[config.mk]
export PLATFORM = sky130hd
export DESIGN_NAME = game_sequencer
export DESIGN_NICKNAME = d
export VERILOG_FILES = /design/src/rtl/game_sequencer.sv
export SDC_FILE = /design/constraint.sdc
export NUM_CORES = 1
export LEC_CHECK = 0
export ABC_AREA = 1
export CAP_MARGIN = 20
export CORE_AREA = 2 2 76 78
export CTS_CLUSTER_SIZE = 30
export DETAILED_ROUTE_END_ITERATION = 7
export DIE_AREA = 0 0 78 80
export PLACE_DENSITY = 0.55
export SYNTH_ARGS = -nofsm -noshare
export SYNTH_HDL_FRONTEND = slang
export SYNTH_SLANG_ARGS = --single-unit
[constraint.sdc]
create_clock -name clk -period 1.65 [get_ports clk]
set_input_delay 0.33 -clock clk [delete_from_list [all_inputs] [get_ports clk]]
set_output_delay 0.33 -clock clk [all_outputs]
set_load 0.03 [all_outputs]
[src/rtl/game_sequencer.sv]
// Self-test sweep engine for Game_State: 16 scenarios (4 count modes x 4 init values), tallies outcomes, watchdogs hangs.
// Optional GAME_SEQ_RESULT_LOG_EN adds a 2-bit-per-scenario result_log output.
module game_sequencer #(
    parameter int COUNTER_SIZE   = 4,
    parameter int TIMEOUT_CYCLES = 1024,
    parameter int GAP_CYCLES     = 2
) (
    input  logic                    clk,
    input  logic                    reset,
    input  logic                    start,
    input  logic [1:0]              who,
    input  logic                    los,
    input  logic                    win,
    input  logic                    gameover,
    output logic                    game_rst,
    output logic [1:0]              control,
    output logic [COUNTER_SIZE-1:0] i_value,
    output logic                    INIT,
    output logic                    busy,
    output logic                    done,
    output logic [3:0]              scen_num,
    output logic [4:0]              win_games,
    output logic [4:0]              lose_games,
    output logic                    timeout_err
`ifdef GAME_SEQ_RESULT_LOG_EN
    ,
    output logic [31:0]             result_log
`endif
);

    localparam int WD_W  = (TIMEOUT_CYCLES > 1) ? $clog2(TIMEOUT_CYCLES) : 1;
    localparam int GAP_W = (GAP_CYCLES > 1) ? $clog2(GAP_CYCLES) : 1;
    localparam logic [WD_W-1:0]  WD_LAST  = WD_W'(TIMEOUT_CYCLES - 1);
    localparam logic [GAP_W-1:0] GAP_LAST = GAP_W'(GAP_CYCLES - 1);

    typedef enum logic [2:0] {
        S_IDLE   = 3'd0,
        S_LOAD   = 3'd1,
        S_RUN    = 3'd2,
        S_RECORD = 3'd3,
        S_GAP    = 3'd4,
        S_DONE   = 3'd5
    } state_e;

    // state_q is the FSM observation point for bound checkers.
    state_e           state_q, state_d;
    logic [3:0]       scen_num_q, scen_num_d;
    logic [4:0]       win_q, win_d;
    logic [4:0]       lose_q, lose_d;
    logic             timeout_err_q, timeout_err_d;
    logic [WD_W-1:0]  watchdog_q, watchdog_d;
    logic [GAP_W-1:0] gap_cnt_q, gap_cnt_d;
    logic             gameover_q;
    logic [1:0]       who_q, who_d;
`ifdef GAME_SEQ_RESULT_LOG_EN
    logic [31:0]      log_q, log_d;
`endif

    logic go_edge, wd_expired, gap_end;
    logic unused_mon;

    assign go_edge    = gameover & ~gameover_q;
    assign wd_expired = (watchdog_q == WD_LAST);
    assign gap_end    = (gap_cnt_q == GAP_LAST);
    // los/win duplicate information carried by who/gameover.
    assign unused_mon = los ^ win;

    always_ff @(posedge clk or posedge reset) begin
        if (reset) begin
            state_q       <= S_IDLE;
            scen_num_q    <= '0;
            win_q         <= '0;
            lose_q        <= '0;
            timeout_err_q <= 1'b0;
            watchdog_q    <= '0;
            gap_cnt_q     <= '0;
            gameover_q    <= 1'b0;
            who_q         <= '0;
`ifdef GAME_SEQ_RESULT_LOG_EN
            log_q         <= '0;
`endif
        end else begin
            state_q       <= state_d;
            scen_num_q    <= scen_num_d;
            win_q         <= win_d;
            lose_q        <= lose_d;
            timeout_err_q <= timeout_err_d;
            watchdog_q    <= watchdog_d;
            gap_cnt_q     <= gap_cnt_d;
            gameover_q    <= gameover;
            who_q         <= who_d;
`ifdef GAME_SEQ_RESULT_LOG_EN
            log_q         <= log_d;
`endif
        end
    end

    always_comb begin
        state_d = state_q;
        case (state_q)
            S_IDLE, S_DONE: if (start) state_d = S_LOAD;
            S_LOAD:         state_d = S_RUN;
            S_RUN: begin
                // A result arriving on the expiry cycle still counts as a result.
                if (go_edge)         state_d = S_RECORD;
                else if (wd_expired) state_d = S_GAP;
            end
            S_RECORD:       state_d = S_GAP;
            S_GAP: begin
                if (gap_end) state_d = (scen_num_q == 4'd15) ? S_DONE : S_LOAD;
            end
            default:        state_d = S_IDLE;
        endcase
    end

    always_comb begin
        scen_num_d    = scen_num_q;
        win_d         = win_q;
        lose_d        = lose_q;
        timeout_err_d = timeout_err_q;
        watchdog_d    = watchdog_q;
        gap_cnt_d     = gap_cnt_q;
        who_d         = who_q;
`ifdef GAME_SEQ_RESULT_LOG_EN
        log_d         = log_q;
`endif
        case (state_q)
            S_IDLE, S_DONE: begin
                if (start) begin
                    scen_num_d    = '0;
                    win_d         = '0;
                    lose_d        = '0;
                    timeout_err_d = 1'b0;
`ifdef GAME_SEQ_RESULT_LOG_EN
                    log_d         = '0;
`endif
                end
            end
            S_LOAD: watchdog_d = '0;
            S_RUN: begin
                watchdog_d = watchdog_q + 1'b1;
                if (go_edge) begin
                    who_d = who;
                end else if (wd_expired) begin
                    timeout_err_d = 1'b1;
`ifdef GAME_SEQ_RESULT_LOG_EN
                    log_d[{scen_num_q, 1'b0} +: 2] = 2'b11;
`endif
                end
            end
            S_RECORD: begin
                if (who_q == 2'b10) begin
                    win_d = win_q + 5'd1;
`ifdef GAME_SEQ_RESULT_LOG_EN
                    log_d[{scen_num_q, 1'b0} +: 2] = 2'b10;
`endif
                end else begin
                    lose_d = lose_q + 5'd1;
`ifdef GAME_SEQ_RESULT_LOG_EN
                    log_d[{scen_num_q, 1'b0} +: 2] = 2'b01;
`endif
                end
            end
            S_GAP: begin
                if (gap_end) begin
                    gap_cnt_d = '0;
                    if (scen_num_q != 4'd15) scen_num_d = scen_num_q + 4'd1;
                end else begin
                    gap_cnt_d = gap_cnt_q + 1'b1;
                end
            end
            default: ;
        endcase
    end

    always_comb begin
        game_rst = 1'b1;
        INIT     = 1'b0;
        busy     = 1'b0;
        done     = 1'b0;
        case (state_q)
            S_LOAD: begin
                game_rst = 1'b0;
                INIT     = 1'b1;
                busy     = 1'b1;
            end
            S_RUN, S_RECORD: begin
                game_rst = 1'b0;
                busy     = 1'b1;
            end
            S_GAP:   busy = 1'b1;
            S_DONE:  done = 1'b1;
            default: ;
        endcase
    end

    // Scenario decode is a pure function of the index, so it holds across RUN and GAP.
    assign control = scen_num_q[3:2];
    always_comb begin
        case (scen_num_q[1:0])
            2'd0:    i_value = '0;
            2'd1:    i_value = COUNTER_SIZE'(1);
            2'd2:    i_value = COUNTER_SIZE'(2);
            default: i_value = '1;
        endcase
    end

    assign scen_num    = scen_num_q;
    assign win_games   = win_q;
    assign lose_games  = lose_q;
    assign timeout_err = timeout_err_q;
`ifdef GAME_SEQ_RESULT_LOG_EN
    assign result_log  = log_q;
`endif

endmodule
# After elaboration in Yosys (flattened, before gate mapping)
# Index checks and enable logic that the tools add are counted.
[classes]
reduce_logical = 15
add_sub_neg = 5
n_bitwise = 2
n_eq_ne = 19
n_mux = 26
[op_table]
columns = ["op", "count"]
rows = [
  ["10-bit case mux with 2 select lines", 1],
  ["5-bit case mux with 2 select lines", 2],
  ["3-bit two-way mux", 5],
  ["5-bit two-way mux", 3],
  ["3-bit case mux with 5 select lines", 1],
  ["2-bit inequality test (second input constant)", 7],
  ["4-bit two-way mux", 3],
  ["4-bit case mux with 3 select lines", 1],
  ["10-bit by 1-bit adder with 10-bit output (second input constant)", 1],
  ["5-bit by 1-bit adder with 5-bit output (second input constant)", 2],
  ["10-bit == test (second input constant)", 1],
  ["3-bit AND reduction", 3],
  ["1-bit two-way mux", 8],
  ["4-bit case mux with 2 select lines", 1],
  ["4-bit AND reduction", 2],
  ["2-bit nonzero test", 4],
  ["3-bit by 2-bit == test with 1-bit output (second input constant)", 2],
  ["3-bit == test (second input constant)", 2],
  ["4-bit by 1-bit adder with 4-bit output (second input constant)", 1],
  ["2-bit == test (second input constant)", 2],
  ["4-bit == test (second input constant)", 1],
  ["4-bit inequality test (second input constant)", 1],
  ["4-bit OR reduction", 1],
  ["3-bit by 1-bit == test with 1-bit output (second input constant)", 1],
  ["other kinds (11)", 11],
]
[totals]
regBits = 32
output_inout_bits = 25
elab_cells = 76
inputBits = 8

# Longest topological paths before layout
# Gate-level depths: netlist of the first run.
[depth]
word_depth = 4
depth_mapped = 9

# Least setup slack after synthesis of the first run
# OpenSTA, ideal clock, no wires.
[synth_path]
path_type = "flip-flop to output port"
from = "reg scen_num_q[0], in the netlist scen_num[0]"
to = "out i_value[0]"
t_required_ns = 1.320
slack_ns = -0.058
stages_incl_launch_ff = 3
arrival_ns = 1.378
cell_sequence = "dfrtp_1 -> ha_1 -> or2_2"
[synth_via]
elab_chain_cells = 2
elab_cells_between_ends = 4
classes_between = "eq/ne: 2; mux: 1; reduce/logical: 1"
[synth_lines]
columns = ["element", "line_no", "text"]
rows = [
  ["from (decl)", "47", "logic [3:0] scen_num_q, scen_num_d;"],
  ["from (signal assigned)", "84", "scen_num_q <= scen_num_d;"],
  ["2-bit == test (tied with other cells)", "200", "case (scen_num_q[1:0])"],
  ["4-bit case mux with 3 select lines *", "200", ""],
  ["to (decl)", "17", "output logic [COUNTER_SIZE-1:0] i_value,"],
]
# Every way passes the cells marked *; elsewhere a longest branch is shown, timed or not.

# Final worst setup path of the first run
# Same ends and word-level chain as after synthesis.

==> results of run 1 <==
## flip-flops by register name (all words and copies together) (netlist names)
signal	count
watchdog_q	10
state_q	3
who_q	2
gameover_q	1
lose_games	5
timeout_err	1
scen_num	4
gap_cnt_q	1
win_games	5
## what timing repair did
action	in CTS	in global routing
resized for setup	25	20
gates cloned	0	0
setup buffers	0	3
endpoints found under the setup margin	18	8
endpoints found under the hold margin	0	0
## per-stage QoR
step / total power, mW / std cells / hold slack [ns] / instance area [um2] / setup slack [ns]
after floorplan: 2.19 / 242 / 0.361 / 1840 / 0.0503
after global placement: 2.70 / 352 / 0.462 / 2290 / -0.154
after detailed placement: 2.71 / 352 / 0.476 / 2290 / -0.171
after CTS: 3.36 / 359 / 0.395 / 2370 / -0.172
after global routing: 3.71 / 362 / 0.427 / 2450 / -0.0327
final: 3.42 / 362 / 0.382 / 2450 / -0.00161
## metal layers
metal / GRT usage, % / vias up
met3: 3.39 / 5
li1: - / 876
met2: 22.7 / 24
met4: 5.26 / 0
met5: 0 / -
met1: 16.8 / 737
## where the power goes
group	switching [mW]	internal, mW
registers	0.162	0.935
logic	1.07	0.612
clock network	0.276	0.371
total	1.50	1.92
## synth_stat cells, types with 4 or more instances
| cell | number | area (um2) |
|---|---|---|
| or2_2 | 5 | 31.3 |
| o21ai_1 | 8 | 40.0 |
| dfrtp_1 | 32 | 801 |
| nand4_1 | 5 | 31.3 |
| a21oi_1 | 7 | 35.0 |
| nand2_1 | 70 | 263 |
| o21ai_0 | 9 | 45.0 |
| nand2_2 | 6 | 37.5 |
| nor2_1 | 20 | 75.1 |
| ha_1 | 6 | 75.1 |
| buf_4 | 4 | 30.0 |
| inv_2 | 5 | 18.8 |
| nand3_1 | 28 | 140 |
| inv_1 | 24 | 90.1 |
## kinds of logic (layout without fill, tap and decap cells)
| family | count (synthesis) | in the layout |
|---|---|---|
| fa+ha+maj | 6 | 6 |
| compound gates | 27 | 27 |
| xor+xnor | 4 | 4 |
| buf+inv | 33 | 81 |
| flops | 32 | 32 |
| simple gates | 140 | 140 |
## path summary, 6_finish.rpt
path | to | startpoint | slack [ns] | cells after the start
worst max-delay path | i_value[0] | scen_num[0]$_DFFE_PP0P_ | -0.002 | 4
min in group clk | gap_cnt_q$_DFFE_PP0P_ | gap_cnt_q$_DFFE_PP0P_ | 0.48 | 1
worst max register to register | scen_num[0]$_DFFE_PP0P_ | scen_num[0]$_DFFE_PP0P_ | 0.14 | 8
worst min register to register | gap_cnt_q$_DFFE_PP0P_ | gap_cnt_q$_DFFE_PP0P_ | 0.48 | 1
max in group asynchronous | state_q[0]$_DFFE_PP0P_ | reset | 1.08 | 3
worst min-delay path | watchdog_q[1]$_DFFE_PP0P_ | reset | 0.38 | 3
## layout make-up
type                    instances  share of cell area [%]
multi-input cells             177                    38.4
flip-flops and latches         32                    32.8
repair buffers                 45                    16.7
inverters                      29                    4.45
clock buffers                   7                    3.94
well taps                      72                    3.68
## tightest hold or removal path, stage by stage
cell and delay, ns:
clkdlybuf4s50_1 0.40, inv_1 0.09, buf_12 0.20
## cell usage in the layout, fill, tap and decap left out, types with 3 or more instances in the layout
cell type / count
dlymetal6s2s_1: 3
a21oi_1: 7
nand3_1: 27
nand2_1: 70
o21ai_1: 8
dlygate4sd2_1: 13
buf_4: 19
clkdlybuf4s50_1: 5
buf_6: 3
nand4_1: 5
or2_2: 3
dfrtp_1: 30
ha_1: 4
inv_2: 6
o21ai_0: 9
inv_1: 23
clkbuf_8: 7
nor2_1: 19
nand2_2: 5
==> flow_metrics.env, run 1 <==
export IMPL_seq_area_frac_synth_pct=43.5
export IMPL_path_delay_family="flip-flops"
export IMPL_highest_layer="met4"
export IMPL_slew_headroom_pct=78.7
export IMPL_diodes=0
export IMPL_fin_ws_ns=-0.00161
export IMPL_path_clk_slew_ns=0.06
export IMPL_crit_top_cell="buf_6"
export IMPL_status="complete, but fails checks"
export IMPL_synthXorXnorAreaFrac_pct=1.90
export IMPL_viasPerCell=4.54
export IMPL_grt_use_total_pct=13.6
export IMPL_endpoint_kind="primary output"
export IMPL_met1_length_um=1890
export IMPL_cts_buffer_depth=2
export IMPL_htreeDepth=2
export IMPL_mappedNetlistNets=256
export IMPL_worst_setup_path_start_kind="register"
export IMPL_vias=1642
export IMPL_grt_pass1_wl_um=6730
export IMPL_final_layout_size_suffix_gt1_share_pct=20.3
export IMPL_root_buffer="clkbuf_8"
export IMPL_met3WireLength_um=147
export IMPL_syn_area_um2=1840
export IMPL_drv_cap=0
export IMPL_synth_edf_count=0
export IMPL_wl_met2_um=1860
export IMPL_tightest_slew_ns=0.319
export IMPL_core_um2=5410
export IMPL_grt_pass1_vias=1547
export IMPL_power_leakage_nw=1.32
export IMPL_gp_congestion=0.794
export IMPL_slowest_stage="dfrtp_1"
export IMPL_die_w_um=78
export IMPL_synth_simple_area_share_pct=34.6
export IMPL_antenna_left=0
export IMPL_port_buffers=30
export IMPL_ir_drop_v=0.000656
export IMPL_synth_compound_area_share_pct=8.36
export IMPL_tritoncts="yes"
export IMPL_grt_antenna_before_repair=0
export IMPL_hold_violations=0
export IMPL_multiInputGateArea_um2=940
export IMPL_seq_area_um2=803
export IMPL_grt_overflow=0
export IMPL_dieArea_um2=6240
export IMPL_min_path_type="in2async"
export IMPL_synthDistinctLibCells=25
export IMPL_syn_to_final_growth_pct=32.8
export IMPL_synth_adder_area_share_pct=4.08
export IMPL_synth_mux_area_share_pct=0
export IMPL_initial_utilization_pct=34.1
export IMPL_post_route_period_util_pct=100
export IMPL_drt_iter0_drc=34
export IMPL_path_class="reg2out"
export IMPL_fin_util_pct=45.3
export IMPL_firstDrtPassIters=4
export IMPL_ys_seq_elements=32
export IMPL_async_flop_share_pct=100
export IMPL_die_h_um=80
export IMPL_drc=0
export IMPL_wl_per_cell_um=10.9
export IMPL_setup_tns_ns=-0.00161
export IMPL_rsz0062_at_grt="yes"
export IMPL_required_ns=1.32
export IMPL_power_density_nw_per_um2=1400
export IMPL_final_nets=304
export IMPL_fmax_ghz=0.605
export IMPL_violations="setup timing"
export IMPL_fin_crit_ns=1.65
export IMPL_nFillCells=565
export IMPL_cts_hold_buf=0
export IMPL_cp_buffers_inverters=2
export IMPL_finalSetupViolCount=1
export IMPL_worst_ep_arrival_time_ns=1.32
export IMPL_routed_wl_um=3960
export IMPL_crit_fanout=3
export IMPL_crit_chain="buf_6 > ha_4 > or2_4 > buf_6"
export IMPL_detailed_place_hpwl_um=2880
export IMPL_rows=27
export IMPL_grt_max_degree=33
export IMPL_netlist_instances=242
export IMPL_synth_top_family_by_area="simple AND/OR/NAND/NOR gates"
export IMPL_skew_ns=0.00228
export IMPL_crit_path_max_incr_delay_ns=0.41
export IMPL_finalMaxSlewViolations=0
export IMPL_syn_area_per_cell_um2=7.61
export IMPL_ys_warn_count=0
export IMPL_cts_sinks=32
export IMPL_clock_latency_ns=0.28
export IMPL_cts_buffers=5
export IMPL_io_pins=33
export IMPL_ys_flop_type="dfrtp_1"
Note: power is estimated with default switching activity, not from simulation.
==> inputs of run 2 (changes only) <==
CORE_AREA = 2 2 71 73   (was 2 2 76 78)
DIE_AREA = 0 0 73 75   (was 0 0 78 80)
PLACE_DENSITY = 0.62   (was 0.55)
==> flow_metrics.env, run 2 (synthesis gave the netlist of run 1 again) <==
export IMPL_hold_violations=0
export IMPL_vias=1650
export IMPL_endpoint_kind="primary output"
export IMPL_grt_use_total_pct=15.4
export IMPL_cts_sinks=32
export IMPL_initial_utilization_pct=39.5
export IMPL_crit_fanout=4
export IMPL_whs_ns=0.378
export IMPL_drv_cap=0
export IMPL_top_usage_layer="met2"
export IMPL_cp_buffers_inverters=2
export IMPL_final_cells=341
export IMPL_die_w_um=73
export IMPL_mostFrequentLayoutCells="69 x nand2_1, 29 x dfrtp_1, 26 x nand3_1"
export IMPL_path_clk_slew_ns=0.06
export IMPL_core_um2=4660
export IMPL_io_pins=33
export IMPL_rows=25
export IMPL_largest_register="watchdog_q"
export IMPL_finalMaxSlewViolations=0
export IMPL_syn_to_final_growth_pct=30.0
export IMPL_drt_iter0_drc=74
export IMPL_tritoncts="yes"
export IMPL_power_leakage_nw=1.27
export IMPL_power_density_nw_per_um2=1420
export IMPL_final_layout_size_suffix_gt1_share_pct=19.9
export IMPL_reg2reg_from="scen_num[1]$_DFFE_PP0P_"
export IMPL_grt_max_degree=33
export IMPL_grt_overflow=0
export IMPL_min_path_type="in2async"
export IMPL_fin_crit_ns=1.65
export IMPL_crit_chain="buf_6 > ha_4 > or2_4 > buf_6"
export IMPL_gp_congestion=0.828
export IMPL_post_place_cells=329
export IMPL_drc=0
export IMPL_diodes=0
export IMPL_cts_buffers=5
export IMPL_pre_cts_ws_ns=-0.170
export IMPL_clock_latency_ns=0.29
export IMPL_worst_setup_path_start_kind="register"
export IMPL_routed_wl_um=3800
export IMPL_required_ns=1.32
export IMPL_crit_path_max_incr_delay_ns=0.41
export IMPL_grt_use_met3_pct=3.48
export IMPL_cts_hold_buf=0
export IMPL_startpoint="scen_num[0]$_DFFE_PP0P_"
export IMPL_fmax_ghz=0.606
export IMPL_grt_pass1_wl_um=6500
export IMPL_worst_ep_arrival_time_ns=1.32
export IMPL_wl_per_cell_um=11.1
export IMPL_setup_tns_ns=-0.00132
export IMPL_cts_buffer_depth=2
export IMPL_fin_util_pct=51.4
export IMPL_grt_use_met1_pct=19.7
export IMPL_post_route_period_util_pct=100
export IMPL_dieArea_um2=5480
export IMPL_root_buffer="clkbuf_8"
export IMPL_final_nets=300
export IMPL_firstDrtPassIters=4
export IMPL_detailed_place_hpwl_um=2720
export IMPL_viasPerCell=4.84
export IMPL_crit_top_cell="buf_6"
export IMPL_largest_register_ffs=10
export IMPL_die_h_um=75
export IMPL_slew_headroom_pct=79.1
export IMPL_ir_drop_v=0.000557
export IMPL_violations="setup timing"
export IMPL_slowest_stage="dfrtp_1"
export IMPL_path_class="reg2out"
export IMPL_grt_pass1_vias=1469
export IMPL_rsz0062_at_grt="yes"
export IMPL_fin_ws_ns=-0.00132
export IMPL_grt_antenna_before_repair=0
export IMPL_layout_commonest_cell="nand2_1"
export IMPL_grt_use_met2_pct=25.2
export IMPL_antenna_left=0
export IMPL_skew_ns=0.00509
export IMPL_port_buffers=30
export IMPL_status="complete, but fails checks"
export IMPL_tightest_slew_ns=0.313
export IMPL_path_delay_family="flip-flops"
export IMPL_htreeDepth=2
export IMPL_finalSetupViolCount=1
==> run 2: worst register-to-register path: cells and delay by family (launching register included) <==
| family | cells | cell delay [ns] |
|---|---|---|
| fa+ha+maj | 1 | 0.21 |
| compound gates | 1 | 0.24 |
| buf+inv | 1 | 0.13 |
| flops | 1 | 0.42 |
| simple gates | 5 | 0.40 |
==> run 2: cell type report <==
class / count / area (um2)
Fill cell: 467 / 2270
Multi-Input combinational cell: 177 / 955
Sequential cell: 32 / 805
Timing Repair Buffer: 41 / 369
Inverter: 29 / 109
Clock buffer: 8 / 90.1
Tap cell: 54 / 67.6
==> run 2: routing by layer <==
layer	part of all wire, %	up-vias
li1	-	865
met1	48	743
met2	47	35
met3	4.0	7
met4	1.7	0
met5	0	-
==> run 2: timing repair <==
action	4_1_cts	5_1_grt
setup endpoints to repair	20	7
gates resized for setup	28	20
pin swaps	0	0
buffers inserted	2	2
==> run 2: metrics by stage <==
step / power, mW / area [um2]
global placement: 2.62 / 2230
detailed placement: 2.64 / 2230
CTS: 3.30 / 2330
global route: 3.67 / 2390
finish: 3.39 / 2390
floorplan: 2.19 / 1840
==> run 2: worst paths after layout <==
kind,end,slack (ns),depth (start not counted)
worst max-delay path,i_value[0],-0.001,4
worst min-delay path,watchdog_q[2]$_DFFE_PP0P_,0.38,3
worst max register to register,scen_num[0]$_DFFE_PP0P_,0.14,8
worst min register to register,who_q[0]$_DFFE_PP0P_,0.49,2
max in group asynchronous,state_q[2]$_DFFE_PP0P_,1.08,3
min in group clk,who_q[0]$_DFFE_PP0P_,0.49,2
==> run 2: power breakdown <==
| part | internal, mW | leakage (nW) | total (mW) | switching, mW |
|---|---|---|---|---|
| combinational | 0.594 | 0.795 | 1.64 | 1.04 |
| clock | 0.340 | 0.0455 | 0.627 | 0.287 |
| sequential | 0.937 | 0.427 | 1.13 | 0.189 |
==> inputs of run 3 (changes only) <==
CAP_MARGIN = unset   (was 20)
==> results of run 3 <==
The final DEF is identical to that of run 2; final timing and power are the same.
